==> src/rtl/ram_arbiter.sv <==
// rtl/ram_arbiter.sv - round-robin RAM port arbiter with grant lock and burst limit (optional ARB_PRIO0_EN: requester 0 priority)
module ram_arbiter #(
  parameter int NREQ      = 3,
  parameter int BURST_MAX = 4,
  parameter int CW        = 3
) (
  input  logic                 CLK,
  input  logic                 nRST,
  input  logic [NREQ-1:0]      req_ren,
  input  logic [NREQ-1:0]      req_wen,
  input  logic [NREQ*32-1:0]   req_addr,
  input  logic [NREQ*32-1:0]   req_store,
  input  logic [NREQ-1:0]      req_lock,
  output logic [NREQ-1:0]      req_wait,
  output logic [NREQ*32-1:0]   req_load,
  output logic [NREQ-1:0]      gnt,
  output logic                 ramREN,
  output logic                 ramWEN,
  output logic [31:0]          ramaddr,
  output logic [31:0]          ramstore,
  input  logic [31:0]          ramload,
  input  logic [1:0]           ramstate,
  output logic                 err
);

  localparam int IW = (NREQ > 1) ? $clog2(NREQ) : 1;

  // ramstate encoding: FREE=0, BUSY=1, ACCESS=2, ERROR=3
  localparam logic [1:0] RS_ACCESS = 2'd2;
  localparam logic [1:0] RS_ERROR  = 2'd3;

  typedef enum logic {IDLE = 1'b0, GRANT = 1'b1} state_t;

  state_t          state_q;
  logic [NREQ-1:0] gnt_q;
  logic [IW-1:0]   gidx_q;
  logic [IW-1:0]   rr_ptr_q;
  logic [CW-1:0]   burst_cnt_q;
  logic            err_q;

  logic [NREQ-1:0] req;
  logic            req_g;
  logic            lock_g;
  logic            other_pend;
  logic            burst_last;
  logic            rr_upd;
  logic            pick_valid;
  logic [IW-1:0]   pick_idx;
  logic [NREQ-1:0] pick_oh;

  assign req = req_ren | req_wen;

`ifdef ARB_PRIO0_EN
  // Requester-0 grants leave the round-robin pointer alone so the others keep their order
  assign rr_upd = (gidx_q != '0);
`else
  assign rr_upd = 1'b1;
`endif

  // Summaries of the granted requester and of everyone else
  always_comb begin
    req_g      = |(req & gnt_q);
    lock_g     = |(req_lock & gnt_q);
    other_pend = |(req & ~gnt_q);
    burst_last = ((int'(burst_cnt_q) + 1) >= BURST_MAX);
  end

  // Round-robin pick: first requester searching upward from rr_ptr+1 with wrap
  always_comb begin
    int            s;
    logic [IW-1:0] cand;
    pick_valid = 1'b0;
    pick_idx   = '0;
    s          = 0;
    cand       = '0;
    for (int k = 1; k <= NREQ; k++) begin
      s = int'(rr_ptr_q) + k;
      if (s >= NREQ) s = s - NREQ;
      cand = IW'(s);
      if (!pick_valid && req[cand]) begin
        pick_valid = 1'b1;
        pick_idx   = cand;
      end
    end
`ifdef ARB_PRIO0_EN
    if (req[0]) begin
      pick_valid = 1'b1;
      pick_idx   = '0;
    end
`endif
    for (int i = 0; i < NREQ; i++) begin
      pick_oh[i] = (pick_idx == IW'(i));
    end
  end

  // Forward the granted requester to the RAM port; everyone else waits
  always_comb begin
    ramREN   = 1'b0;
    ramWEN   = 1'b0;
    ramaddr  = '0;
    ramstore = '0;
    req_wait = '1;
    req_load = '0;
    if (state_q == GRANT) begin
      for (int i = 0; i < NREQ; i++) begin
        if (gnt_q[i]) begin
          ramWEN                = req_wen[i];
          ramREN                = req_ren[i] & ~req_wen[i];
          ramaddr               = req_addr[i*32 +: 32];
          ramstore              = req_store[i*32 +: 32];
          req_wait[i]           = (ramstate != RS_ACCESS);
          req_load[i*32 +: 32]  = ramload;
        end
      end
    end
  end

  // Arbitration FSM: grant, hold while locked, release on drop or burst limit
  always_ff @(posedge CLK or negedge nRST) begin
    if (!nRST) begin
      state_q     <= IDLE;
      gnt_q       <= '0;
      gidx_q      <= '0;
      rr_ptr_q    <= IW'(NREQ - 1);
      burst_cnt_q <= '0;
      err_q       <= 1'b0;
    end else begin
      err_q <= 1'b0;
      case (state_q)
        IDLE: begin
          if (pick_valid) begin
            gnt_q       <= pick_oh;
            gidx_q      <= pick_idx;
            burst_cnt_q <= '0;
            state_q     <= GRANT;
          end
        end
        GRANT: begin
          if (ramstate == RS_ERROR) begin
            err_q <= 1'b1;
          end else if (!req_g && !lock_g) begin
            state_q <= IDLE;
            gnt_q   <= '0;
            if (rr_upd) rr_ptr_q <= gidx_q;
          end else if ((ramstate == RS_ACCESS) && !lock_g && burst_last && other_pend) begin
            state_q <= IDLE;
            gnt_q   <= '0;
            if (rr_upd) rr_ptr_q <= gidx_q;
          end else if ((ramstate == RS_ACCESS) && req_g && (burst_cnt_q < CW'(BURST_MAX))) begin
            burst_cnt_q <= burst_cnt_q + CW'(1);
          end
        end
        default: begin
          state_q <= IDLE;
          gnt_q   <= '0;
        end
      endcase
    end
  end

  assign gnt = gnt_q;
  assign err = err_q;

endmodule
==> config.mk <==
export PLATFORM = sky130hd
export DESIGN_NAME = ram_arbiter
export DESIGN_NICKNAME = d
export VERILOG_FILES = /design/src/rtl/ram_arbiter.sv
export SDC_FILE = /design/constraint.sdc
export NUM_CORES = 1
export LEC_CHECK = 0
export BUFFER_PORTS_ARGS = -buffer_cell sky130_fd_sc_hd__buf_2
export CAP_MARGIN = 20
export CORE_AREA = 8 8 152 154
export DETAILED_ROUTE_END_ITERATION = 10
export DIE_AREA = 0 0 160 162
export SYNTH_ARGS = -nofsm -noshare
export SYNTH_HDL_FRONTEND = slang
export SYNTH_SLANG_ARGS = --single-unit
==> constraint.sdc <==
create_clock -name CLK -period 3.2 [get_ports CLK]
set_clock_uncertainty 0.15 [all_clocks]
set_input_delay 0 -clock CLK [delete_from_list [all_inputs] [get_ports CLK]]
set_output_delay 0 -clock CLK [all_outputs]
set_load 0.1 [all_outputs]
## Word level (Yosys, flattened, before mapping)

Cells that the tools add are included.

| word-level totals | value |
|---|---|
| register bits after elaboration | 12 |
| input port bits | 237 |
| output and inout bits | 169 |
| logic and storage cells | 126 |

| cells by class | value |
|---|---|
| add/sub/neg operators | 8 |
| order comparisons | 8 |
| equal/unequal tests | 11 |
| muxes and demuxes | 59 |
| bitwise logic cells | 13 |
| reduce and logical (&&, ||, !) cells | 21 |

Operators with widths:

| cell | number |
|---|---|
| $mux 32 | 11 |
| $mux 96 | 1 |
| $mux 3 | 10 |
| $mux 1 | 23 |
| $mux 2 | 8 |
| $pmux 3 s2 | 2 |
| $ne 2x2->1 const B | 5 |
| $and 3x3->3 | 3 |
| $ge 3x2->1 const B | 3 |
| $lt 2x3->1 const B | 3 |
| $reduce_or 3->1 | 3 |
| $logic_and 1x1->1 | 8 |
| $add 2x2->3 const B | 2 |
| $bmux 1 s2 | 3 |
| $eq 2x2->1 const B | 3 |
| $reduce_and 3->1 | 2 |
| $sub 2x2->2 const B | 3 |
| $not 1->1 | 5 |
| $reduce_and 5->1 | 1 |
| $add 3x1->4 const B | 1 |
| $ge 4x3->1 const B | 1 |
| $logic_not 1->1 | 4 |
| $add 2x1->3 const B | 1 |
| $add 3x1->3 const B | 1 |
| other kinds (11) | 13 |

## Logic depth before layout (Yosys ltp)

Gate-level depths: netlist (run 1).

| depth | value |
|---|---|
| depth in word-level cells | 15 |
| depth in mapped cells | 8 |
| gate-level depth less buffers | 8 |

## Worst setup path before layout (run 1)

Ideal clock, no wire load.

| timing | value |
|---|---|
| kind | flip-flop to output port |
| from | register gnt_q[0], in the netlist gnt[0] |
| to | output port ramWEN |
| arrival time | 4.154 ns |
| data required time | 3.050 ns |
| slack | -1.104 ns |
| stages on the path, launching flop included | 7 |
| buffers on the path | 3 |
| cell sequence | dfrtp_1 > clkbuf_1 > nor2b_1 > buf_2 > buf_2 > a221oi_1 > a211oi_1 |

| between the ends | value |
|---|---|
| longest elaborated chain between the ends | 4 |

Ends and longest elaborated chain:

| item | line | text |
|---|---|---|
| start: declaration | 35 | `logic [NREQ-1:0] gnt_q;` |
| start signal: assignment | 132 | `gnt_q <= pick_oh;` |
| $mux 1 (3 in a row) | 106 | `if (gnt_q[i]) begin` |
| $mux 1 | 104 | `if (state_q == GRANT) begin` |
| end: declaration | 18 | `output logic ramWEN,` |

No other way between the ends.

## Worst setup path after layout (run 1)

| timing | value |
|---|---|
| from | register rr_ptr_q[1] |
| to | register gidx_q[1] |

| between the ends | value |
|---|---|
| longest elaborated chain between the ends | 13 |
| elaborated cells between the ends (all ways) | 29 |
| those cells by class | add/sub (6); order compare (3); mux (15); reduce/logical (5) |

Ends and longest elaborated chain:

| item | line | text |
|---|---|---|
| start: declaration | 37 | `logic [IW-1:0] rr_ptr_q;` |
| start signal: assignment | 124 | `rr_ptr_q <= IW'(NREQ - 1);` |
| start signal: assignment | 144 | `if (rr_upd) rr_ptr_q <= gidx_q;` |
| start signal: assignment | 148 | `if (rr_upd) rr_ptr_q <= gidx_q;` |
| $add 2x1->3 | 77 | `s = int'(rr_ptr_q) + k;` |
| $ge 3x2->1 / $sub 2x2->2 (equally long branches) | 78 | `if (s >= NREQ) s = s - NREQ;` |
| $mux 2 | 78 |  |
| $bmux 1 s2 | 80 | `if (!pick_valid && req[cand]) begin` |
| $mux 1 (implied by the code) | 80 |  |
| $mux 1 | 80 |  |
| $logic_not 1->1 | 80 |  |
| $logic_and 1x1->1 | 80 |  |
| $mux 1 | 80 |  |
| $logic_not 1->1 | 80 |  |
| $logic_and 1x1->1 | 80 |  |
| $mux 1 | 80 |  |
| $reduce_and 2->1 (no line) | - |  |
| end signal: assignment | 133 | `gidx_q <= pick_idx;` |
| end: declaration | 36 | `logic [IW-1:0] gidx_q;` |

Parallel ways exist; a longest one is shown, timed or not. The select of a mux whose other input is x is not followed.
A chain may end at the register's enable or synchronous reset.

==> metrics.sh, run 1 <==
STATUS='finished clean'
HPWLAFTERDP_UM=17270
BOUNDARYPINS=406
WORST_SETUP_PATH_END_KIND='flip-flop'
FMAXACHIEVABLE_MHz=367.5
FP.DIEAREA_MM2=0.02592
FIRST_ITER_VIOLATIONS=436
SYNTH_TOP_AREA_SHARE_PCT=20.61
CTS.REPORTEDPATHS.CLKPINSLEW_NS=0.04
GRT_ANTENNA_BEFORE_REPAIR=2
MET1_LENGTH_UM=7637
ANTENNA_VIOLATION_NET_COUNT_AFTER_DETAILED_ROUTING=0
CTS-HTREE-LEVELS=1
WIRE_PER_INST_UM=17.86
YS_ASYNC_RST_SHARE_PCT=100.0
YS_WARN_COUNT=0
WORST_MAX_SLEW_MARGIN_EXPRESSED_RELATIVE_TO_THE_LIMIT_PCT=41.94
CTS.SINK_COUNT=12
TOP_CELL_TYPE_BY_TOTAL_AREA_AFTER_SYNTHESIS='sky130_fd_sc_hd__and3_1'
YOSYS_REGISTER_BITS=12
SYN_INST=513
WIRE_LENGTH_OF_THE_FIRST_GLOBAL_ROUTING_PASS_UM=30280
FINAL_CYCLE_UTILIZATION_OF_THE_CRITICAL_PATH_PCT=85.02
DR_TOTAL_VIAS=5304
OVERFLOW_LEFT_AFTER_GLOBAL_ROUTING=0
FINALWIRELENGTH_UM=20560
VIAS_PER_CELL=4.608
WORST_HOLD_SLACK_NS=0.03013
POST_LAYOUT_CELL_COUNT=1151
SYN_NETS=754
MAX_CAP_VIOLATIONS=0
YOSYS.CELL_COUNT.TOP_TYPE='sky130_fd_sc_hd__nor2_1'
SITE_ROW_COUNT=53
MET2_LENGTH_UM=9774
HOLD_VIOL_FINAL=0
DRCVIOLATIONCOUNT=0
NUMCTSBUFFERS=3
PLACE_INST=1143
CELLS_TAKING_THE_MOST_AREA_AFTER_SYNTHESIS='sky130_fd_sc_hd__and3_1 21%, sky130_fd_sc_hd__nor2_1 17%, sky130_fd_sc_hd__a22oi_1 16%'
MIN_CYCLE_TIME_LAYOUT_NS=2.721
DRIVE_GT1_SHARE_PCT=56.57
SYNTHFLOPTYPE='sky130_fd_sc_hd__dfrtp_1'
TIMING.FINAL.SETUP_VIOLATIONS=0
WEIGHTED_CONGESTION_REPORTED_AT_THE_END_OF_ROUTABILITY_DRIVEN_PLACEMENT=0.8415
POSTCTS_SETUP_BUFS=0
CTS_RESIZED=0
CP.REQUIRED_NS=3.22
GRT_SETUP_UNREPAIRED='no'
WL_MET3_UM=2805
WORST_SETUP_SP_TYPE='flip-flop'
CTS_MAX_PATH_BUFFERS=2
TRITONCTS_CLOCK_TREE='done'
GRT_START_MAX_NET_PINS=93
CORE_AREA_MM2=0.02069
SYNTH_ENABLE_FLOP_CELLS=0
YS_TOP_CELLS_BY_COUNT='135 x sky130_fd_sc_hd__nor2_1, 98 x sky130_fd_sc_hd__and3_1, 72 x sky130_fd_sc_hd__a21oi_1'
AVGSYNTHCELLAREA_UM2=5.800
CTS_HOLD_REPAIR_BUFFERS=3
MAXUSEDROUTINGLAYER='met5'
CRITICAL_PATH_PEAK_FANOUT=8
NNETSFINAL=1117
AREA_DELTA_SYNTH_FINAL_PCT=111.6
SYNTH_CELL_TYPE_COUNT=40
INITIAL_CORE_UTIL_PCT=14.38
MIN-DELAY-PATH-CLASS='in -> async'
COUNT_OF_INPUT_AND_OUTPUT_BUFFERS=405
FILLERS=2265
FIRST_GLOBAL_VIAS=5216
ACTUAL_SLEW_AT_THE_WORST_MAX_SLEW_PIN_NS=0.8709
CLOCK-ROOT-BUFFER='sky130_fd_sc_hd__clkbuf_16'
DIE_W_UM=160
1ST_PASS_ROUTER_ITERATIONS=5
SEQ_AREA_FRAC_SYNTH_PCT=10.13
REPORT.FINAL.SLEW_VIOL_COUNT=0
REG2REG_SETUP_SLACK_NS=0.48
ARRIVAL_NS=2.74
CHIPHEIGHT_UM=162
GRT_UTIL_ALL_LAYERS_PCT=14.35
SYN-CELL-AREA_MM2=0.002975
WORST-SETUP-PATH-TYPE='reg -> reg'
CLK_LATENCY_NS=0.24
## final timing paths
kind / start / endpoint / depth (start not counted)
min reg2reg: gidx_q[1] / gidx_q[1] / 1
max reg2reg: rr_ptr_q[1] / gidx_q[1] / 9
max in group asynchronous: nRST / rr_ptr_q[1] / 2
min in group CLK: ramstate[0] / burst_cnt_q[1] / 4
min: nRST / gnt[1] / 2
max: rr_ptr_q[1] / gidx_q[1] / 9
## critical path, stage by stage (launching register included)
cell and delay [ns]:
sky130_fd_sc_hd__dfstp_2 0.52, sky130_fd_sc_hd__inv_1 0.06, sky130_fd_sc_hd__ha_1 0.42, sky130_fd_sc_hd__inv_1 0.16, sky130_fd_sc_hd__a211oi_1 0.44, sky130_fd_sc_hd__o41ai_2 0.13, sky130_fd_sc_hd__buf_4 0.18, sky130_fd_sc_hd__a211oi_2 0.25
sky130_fd_sc_hd__o311a_1 0.24, sky130_fd_sc_hd__a21o_1 0.09
## cell families (layout without fill, tap and decap cells)
family,Yosys count,count (layout),share of synthesized area (%)
and+or+nand+nor,265,265,43.57
AOI/OAI and AO/OA,163,163,35.24
buffers and inverters,69,431,9.378
DFF,12,12,10.13
adders and majority gates,4,4,1.682
other,0,1,0
## per-layer routing
layer,track usage (%),up-vias
met1,15.71,2362
met3,7.492,20
met2,24.46,338
met4,2.846,2
met5,0,-
li1,-,2582
## state kept, by name, indices dropped and copies added, names as in the netlist
signal and cells:
gidx_q 2, state_q 1, burst_cnt_q 3, gnt 3
rr_ptr_q 2, err 1
## metrics by stage
stage	instance area (um2)	setup TNS, ns	utilization [%]	worst slack [ns]
after floorplan	3141	-0.1449	-	-0.1449
after global placement	6175	0	29.84	0.6323
after detailed placement	6175	0	29.84	0.5771
after CTS	6294	0	30.42	0.5699
after global routing	6296	0	30.43	0.4127
final	6296	0	30.43	0.4793
## layout make-up
class                           count  area [um2]  area share (%)
Timing Repair Buffer              417        2943           46.74
Multi-Input combinational cell    432        2567           40.78
Tap cell                          275       344.1           5.465
Sequential cell                    12       310.3           4.928
Clock buffer                        4       88.84           1.411
Inverter                           10       40.04          0.6359
Antenna cell                        1       2.502         0.03975
## layout by cell type, fill, tap and decap left out, types with 2 or more instances in the layout
cell type	n
sky130_fd_sc_hd__a211oi_1	2
sky130_fd_sc_hd__a211oi_2	3
sky130_fd_sc_hd__a21o_1	2
sky130_fd_sc_hd__a21oi_1	72
sky130_fd_sc_hd__a22oi_1	63
sky130_fd_sc_hd__a31oi_1	2
sky130_fd_sc_hd__and2b_1	2
sky130_fd_sc_hd__and3_1	98
sky130_fd_sc_hd__buf_12	55
sky130_fd_sc_hd__buf_2	353
sky130_fd_sc_hd__buf_4	6
sky130_fd_sc_hd__clkbuf_16	3
sky130_fd_sc_hd__dfrtp_1	8
sky130_fd_sc_hd__dfrtp_4	2
sky130_fd_sc_hd__dlygate4sd3_1	3
sky130_fd_sc_hd__ha_1	4
sky130_fd_sc_hd__inv_1	9
sky130_fd_sc_hd__nand2_1	7
sky130_fd_sc_hd__nand3_1	8
sky130_fd_sc_hd__nand3b_1	2
sky130_fd_sc_hd__nor2_1	71
sky130_fd_sc_hd__nor2_2	64
sky130_fd_sc_hd__nor3_1	5
sky130_fd_sc_hd__o211ai_1	2
sky130_fd_sc_hd__o21ai_0	8
Power of run 1 is not shown: default switching activity piles up to over one toggle a cycle in this logic, so the estimate is an artifact.
==> run 2, diff against run 1 <==
- PLACE_DENSITY_LB_ADDON: default -> 0.2
==> run 2 against run 1 <==
  * Via count shrank 1.5%
  * Clock-buffer cell count did not move
  * First-iteration DRC count is 16% lower
  * Register-to-register slack about the same
  * Fmax increased by 0.18%
  * Routed wire length up 3.0%
  * Non-clock buffer count is 4 higher
  * Final cell count grew 0.52%
  * Die area is the same
  * Core utilization increased by 0.060 points
  * Setup slack gained 0.0048 ns
  * Hold slack got worse by 0.0065 ns
==> metrics.sh, run 2 (same netlist as run 1, synthesis figures left out) <==
WIRE_PER_INST_UM=18.30
WORSTPATHCELLLIST='inv_1, ha_1, inv_1, o32ai_1, o41ai_2, buf_4, a211oi_2, o311a_1, a21o_1'
NUMCTSBUFFERS=3
WORST_SETUP_PATH_END_KIND='flip-flop'
DRIVE_GT1_SHARE_PCT=56.77
MOST-COMMON-LAYOUT-CELLS='352 x sky130_fd_sc_hd__buf_2, 98 x sky130_fd_sc_hd__and3_1, 72 x sky130_fd_sc_hd__a21oi_1, 71 x sky130_fd_sc_hd__nor2_1, 64 x sky130_fd_sc_hd__nor2_2'
WORST_MAX_SLEW_MARGIN_EXPRESSED_RELATIVE_TO_THE_LIMIT_PCT=51.47
DR_TOTAL_VIAS=5227
FP.DIEAREA_MM2=0.02592
ANTENNA_VIOLATION_NET_COUNT_AFTER_DETAILED_ROUTING=0
HPWLAFTERDP_UM=17660
LAYOUT_COMMONEST_CELL='sky130_fd_sc_hd__buf_2'
ACTUAL_SLEW_AT_THE_WORST_MAX_SLEW_PIN_NS=0.7280
CTS.REPORTEDPATHS.CLKPINSLEW_NS=0.04
ARRIVAL_NS=2.75
DIE_W_UM=160
TIMING.FINAL.SETUP_VIOLATIONS=0
WEIGHTED_CONGESTION_REPORTED_AT_THE_END_OF_ROUTABILITY_DRIVEN_PLACEMENT=0.7990
MIN-DELAY-PATH-CLASS='in -> async'
CLK_LATENCY_NS=0.24
INITIAL_CORE_UTIL_PCT=14.38
GRT_START_MAX_NET_PINS=69
FIRST_ITER_VIOLATIONS=367
CTS_MAX_PATH_BUFFERS=2
LAYOUT.CELL_AREA.NON_FILLER_MM2=0.006309
FINALCOREUTILIZATION_PCT=30.49
CRIT_PATH_MAX_DELAY_FAMILY='compound AO/OA/AOI/OAI gates'
WORST-SETUP-PATH-TYPE='reg -> reg'
TIMING.CRITICAL_PATH.MODE_CELL='sky130_fd_sc_hd__inv_1'
WIRE_LENGTH_OF_THE_FIRST_GLOBAL_ROUTING_PASS_UM=30750
FMAXACHIEVABLE_MHz=368.2
CTS.SINK_COUNT=12
FINAL_CYCLE_UTILIZATION_OF_THE_CRITICAL_PATH_PCT=84.87
CORE_AREA_MM2=0.02069
GRT_ANTENNA_BEFORE_REPAIR=3
POST_PLACE_CELL_AREA_MM2=0.006182
CRITICAL_PATH_PEAK_FANOUT=8
TIMING.SETUP.TNS_NS=0
1ST_PASS_ROUTER_ITERATIONS=5
WORST_SETUP_SP_TYPE='flip-flop'
FIRST_GLOBAL_VIAS=5201
TIMING.CRITICAL_PATH.SLOWEST_STAGE_CELL='sky130_fd_sc_hd__dfstp_2'
MAX_CAP_VIOLATIONS=0
AREA_DELTA_SYNTH_FINAL_PCT=112.0
TRITONCTS_CLOCK_TREE='done'
REPORT.FINAL.SLEW_VIOL_COUNT=0
CP.REQUIRED_NS=3.23
STATUS='finished clean'
CHIPHEIGHT_UM=162
GRT_UTIL_ALL_LAYERS_PCT=14.76
FINALWIRELENGTH_UM=21170
CTS-HTREE-LEVELS=1
DRCVIOLATIONCOUNT=0
CRITICAL_PATH.N_BUFFERS_INVERTERS=3
SLOWEST_DELAY_NS=0.52
MIN_CYCLE_TIME_LAYOUT_NS=2.716
NNETSFINAL=1121
SITE_ROW_COUNT=53
COUNT_OF_INPUT_AND_OUTPUT_BUFFERS=405
BOUNDARYPINS=406
GRT_SETUP_UNREPAIRED='no'
OVERFLOW_LEFT_AFTER_GLOBAL_ROUTING=0
HOLD_VIOL_FINAL=0
WORST_HOLD_SLACK_NS=0.02363
REG2REG_SETUP_SLACK_NS=0.48
CLOCK-ROOT-BUFFER='sky130_fd_sc_hd__clkbuf_16'
VIAS_PER_CELL=4.518
[run 2: layer usage]
metal | GRT usage [%] | share of wire, % | vias to the layer above
li1 | - | - | 2592
met1 | 15.55 | 37 | 2335
met2 | 27.41 | 51 | 282
met3 | 6.125 | 11 | 16
met4 | 2.294 | 1.1 | 2
met5 | 0 | 0.061 | -
[run 2: repair_timing]
action / in CTS / in global routing
setup buffers: 0 / 0
hold endpoints to repair: 13 / 0
resized for setup: 0 / 0
setup endpoints to repair: 0 / 0
hold buffers: 3 / 0
[run 2: path summary, 6_finish.rpt]
path | start | endpoint | cells after the start
worst min-delay path | nRST | rr_ptr_q[0] | 2
max in group asynchronous | nRST | rr_ptr_q[1] | 2
worst min register to register | gidx_q[1] | gidx_q[1] | 1
worst max register to register | rr_ptr_q[1] | gidx_q[1] | 9
worst max-delay path | rr_ptr_q[1] | gidx_q[1] | 9
min in group CLK | req_lock[2] | burst_cnt_q[1] | 5
[run 2: metrics by stage]
stage | cells | setup WS [ns]
6_report | 1157 | 0.4841
5_1_grt | 1156 | 0.2693
4_1_cts | 1154 | 0.5023
3_5_place_dp | 1147 | 0.5170
3_3_place_gp | 1147 | 0.5882
2_1_floorplan | 513 | -0.1449
[run 2: layout make-up]
cell class	count	area, um2
diodes	3	7.507
clock buffers	4	88.84
fillers	2323	14380
inverters	10	40.04
multi-input cells	432	2567
flip-flops and latches	12	310.3
well taps	275	344.1
repair buffers	421	2950
[run 2: worst register-to-register path, delay by kind of cell, from the launching register on]
kind | cells | cell delay, ns
AO/OA/AOI/OAI | 5 | 1.19
adder cells (fa/ha/maj) | 1 | 0.42
buffers and inverters | 3 | 0.39
flip-flops | 1 | 0.52
Power of run 2 is left out for the same reason.
==> run 3, diff against run 2 <==
- ABC_AREA: default -> 1
- CORE_AREA: 8 8 152 154 -> 8 8 153 155
- DIE_AREA: 0 0 160 162 -> 0 0 161 163
- clock period: 3.2 -> 2.7 ns (I/O delays scaled with it)
==> run 3 against run 2 <==
  * Final area increased by 5.9%
  * Hold slack worse by 0.010 ns
  * Sequential share of layout area shrank 0.35 points
  * Die area up 1.2%
  * Area after synthesis decreased by 4.1%
  * Critical path type is now reg -> out
  * Flip-flop and latch count unchanged
  * Routed wire length up 6.6%
  * Via count rose by 0.48%
  * Largest cell class is now multi-input combinational cells
  * Critical path depth shrank 5
  * First-iteration DRC count shrank 2.2%
  * Non-clock buffer count shrank 4
==> metrics.sh, run 3 <==
CTS_HOLD_REPAIR_BUFFERS=3
STATUS='finished clean'
OVERFLOW_LEFT_AFTER_GLOBAL_ROUTING=0
CRITICAL_PATH_PEAK_FANOUT=27
WORST_SETUP_SP_TYPE='flip-flop'
TOP_CELL_TYPE_BY_TOTAL_AREA_AFTER_SYNTHESIS='sky130_fd_sc_hd__a21oi_1'
1ST_PASS_ROUTER_ITERATIONS=4
WIRE_LENGTH_OF_THE_FIRST_GLOBAL_ROUTING_PASS_UM=32860
SEQ_AREA_FRAC_SYNTH_PCT=10.57
SYNTH_ENABLE_FLOP_CELLS=0
YOSYS.CELL_COUNT.TOP_TYPE='sky130_fd_sc_hd__a21oi_1'
FINAL_CYCLE_UTILIZATION_OF_THE_CRITICAL_PATH_PCT=84.77
SYN_NETS=812
LAYOUT.CELL_AREA.NON_FILLER_MM2=0.006681
REPORT.FINAL.SLEW_VIOL_COUNT=0
SYNTH_TOP_AREA_SHARE_PCT=22.97
VIAS_PER_CELL=4.284
GRT_START_MAX_NET_PINS=74
CORE_AREA_MM2=0.02082
TRITONCTS_CLOCK_TREE='done'
CLOCK-ROOT-BUFFER='sky130_fd_sc_hd__clkbuf_16'
MIN_CYCLE_TIME_LAYOUT_NS=2.289
WORST_MAX_SLEW_MARGIN_EXPRESSED_RELATIVE_TO_THE_LIMIT_PCT=63.49
YS_TOP_CELLS_BY_COUNT='131 x sky130_fd_sc_hd__a21oi_1, 103 x sky130_fd_sc_hd__nor2_1, 99 x sky130_fd_sc_hd__nand2_1'
CLK_LATENCY_NS=0.24
TIMING.FINAL.SETUP_VIOLATIONS=0
COUNT_OF_INPUT_AND_OUTPUT_BUFFERS=405
WIRE_PER_INST_UM=18.41
DIE_W_UM=161
NNETSFINAL=1187
SYN-CELL-AREA_MM2=0.002854
NUMCTSBUFFERS=3
CTS-HTREE-LEVELS=1
CP.REQUIRED_NS=2.55
CHIPHEIGHT_UM=163
CTS_MAX_PATH_BUFFERS=2
LAYOUT_COMMONEST_CELL='sky130_fd_sc_hd__buf_2'
BOUNDARYPINS=406
MIN_DELAY_PATH_DEPTH=4
GRT_SETUP_UNREPAIRED='no'
FINALWIRELENGTH_UM=22570
GRT_ANTENNA_BEFORE_REPAIR=5
HOLD_VIOL_FINAL=0
SYN_INST=571
CTS.SINK_COUNT=12
FIRST_ITER_VIOLATIONS=359
CTS.REPORTEDPATHS.CLKPINSLEW_NS=0.04
INITIAL_CORE_UTIL_PCT=13.71
DRCVIOLATIONCOUNT=0
YS_ASYNC_RST_SHARE_PCT=100.0
CTS_RESIZED=0
FIRST_GLOBAL_VIAS=5388
FP.DIEAREA_MM2=0.02624
FILLERS=2298
SYNTHFLOPTYPE='sky130_fd_sc_hd__dfrtp_1'
FMAXACHIEVABLE_MHz=436.9
DRIVE_GT1_SHARE_PCT=61.90
HPWLAFTERDP_UM=18880
GRT_UTIL_ALL_LAYERS_PCT=15.69
CELLS_TAKING_THE_MOST_AREA_AFTER_SYNTHESIS='sky130_fd_sc_hd__a21oi_1 23%, sky130_fd_sc_hd__nor2_1 14%, sky130_fd_sc_hd__nand2_1 13%'
ANTENNA_VIOLATION_NET_COUNT_AFTER_DETAILED_ROUTING=0
POSTCTS_SETUP_BUFS=0
POST_PLACE_CELL_AREA_MM2=0.006548
MIN-DELAY-PATH-CLASS='in -> reg'
MAX_CAP_VIOLATIONS=0
DR_TOTAL_VIAS=5252
WORST_SETUP_PATH_END_KIND='output port'
SITE_ROW_COUNT=53
WEIGHTED_CONGESTION_REPORTED_AT_THE_END_OF_ROUTABILITY_DRIVEN_PLACEMENT=0.8736
R2R.WORST_PATH.CELLS=12
ACTUAL_SLEW_AT_THE_WORST_MAX_SLEW_PIN_NS=0.5477
YS_WARN_COUNT=0
AVGSYNTHCELLAREA_UM2=4.998
ARRIVAL_NS=2.14
SYNTH_CELL_TYPE_COUNT=30
AREA_DELTA_SYNTH_FINAL_PCT=134.1
MOST-COMMON-LAYOUT-CELLS='372 x sky130_fd_sc_hd__buf_2, 98 x sky130_fd_sc_hd__nand2_1, 79 x sky130_fd_sc_hd__nor2_2, 68 x sky130_fd_sc_hd__o21ai_0, 67 x sky130_fd_sc_hd__a21oi_1'
WORST-SETUP-PATH-TYPE='reg -> out'
YOSYS_REGISTER_BITS=12
==> run 3: cell count changes in the layout (fill, tap and decap cells not counted), sizes merged, moves of 5 or more <==
cell	change
nand2	+98
nand3	+18
nor2	-27
a21oi	+60
inv	+41
o21ai	+67
and3	-98
a22oi	-63
a211oi	-5
==> run 3: cell families after synthesis <==
kind of cell	after synthesis	share of synthesized area (%)
and+or+nand+nor	243	35.86
AOI/OAI and AO/OA	211	37.53
buffers and inverters	99	13.68
DFF	12	10.57
adders and majority gates	4	1.754
xor gates and xnor gates	2	0.6139
==> run 3: worst paths after layout <==
kind	startpoint	end	slack (ns)
worst max-delay path	state_q	ramaddr[30]	0.41
worst max register to register	rr_ptr_q[1]	gnt[0]	0.57
worst min register to register	rr_ptr_q[1]	rr_ptr_q[1]	0.33
worst min-delay path	ramstate[1]	rr_ptr_q[1]	0.01
min in group asynchronous	nRST	gnt[0]	0.04
max in group asynchronous	nRST	rr_ptr_q[1]	2.09
==> run 3: metal layers <==
layer | GRT usage (%) | wire (um) | vias up
met5 | 0 | 0 | -
met4 | 3.788 | 197 | 0
met3 | 4.398 | 1908 | 14
met2 | 28.84 | 11670 | 280
met1 | 17.55 | 8789 | 2335
li1 | - | - | 2623
==> run 3: metrics by stage <==
step	cells	setup TNS [ns]	hold WS (ns)	util [%]	setup slack (ns)
after floorplan	571	-6.120	-0.4456	-	-0.3533
after global placement	1213	0	-0.2473	31.44	0.5945
after detailed placement	1213	0	-0.2472	31.44	0.5900
after CTS	1220	0	0.01559	32.02	0.3823
after global routing	1225	0	0.04155	32.08	0.2864
final	1226	0	0.01350	32.09	0.4113
==> run 3: critical path: stages, from the launching register on <==
cell	delay (ns)
sky130_fd_sc_hd__dfrtp_2	0.68
sky130_fd_sc_hd__buf_4	0.35
sky130_fd_sc_hd__o21ai_0	0.25
sky130_fd_sc_hd__a21oi_4	0.16
sky130_fd_sc_hd__buf_2	0.44
==> run 3: layout make-up <==
class	count	area [um2]	share of cell area [%]
Multi-Input combinational cell	460	3063	45.84
Tap cell	275	344.1	5.150
Sequential cell	12	305.3	4.569
Clock buffer	4	88.84	1.330
Timing Repair Buffer	417	2670	39.96
Inverter	52	195.2	2.921
Antenna cell	6	15.01	0.2247
Power of run 3 is left out for the same reason.
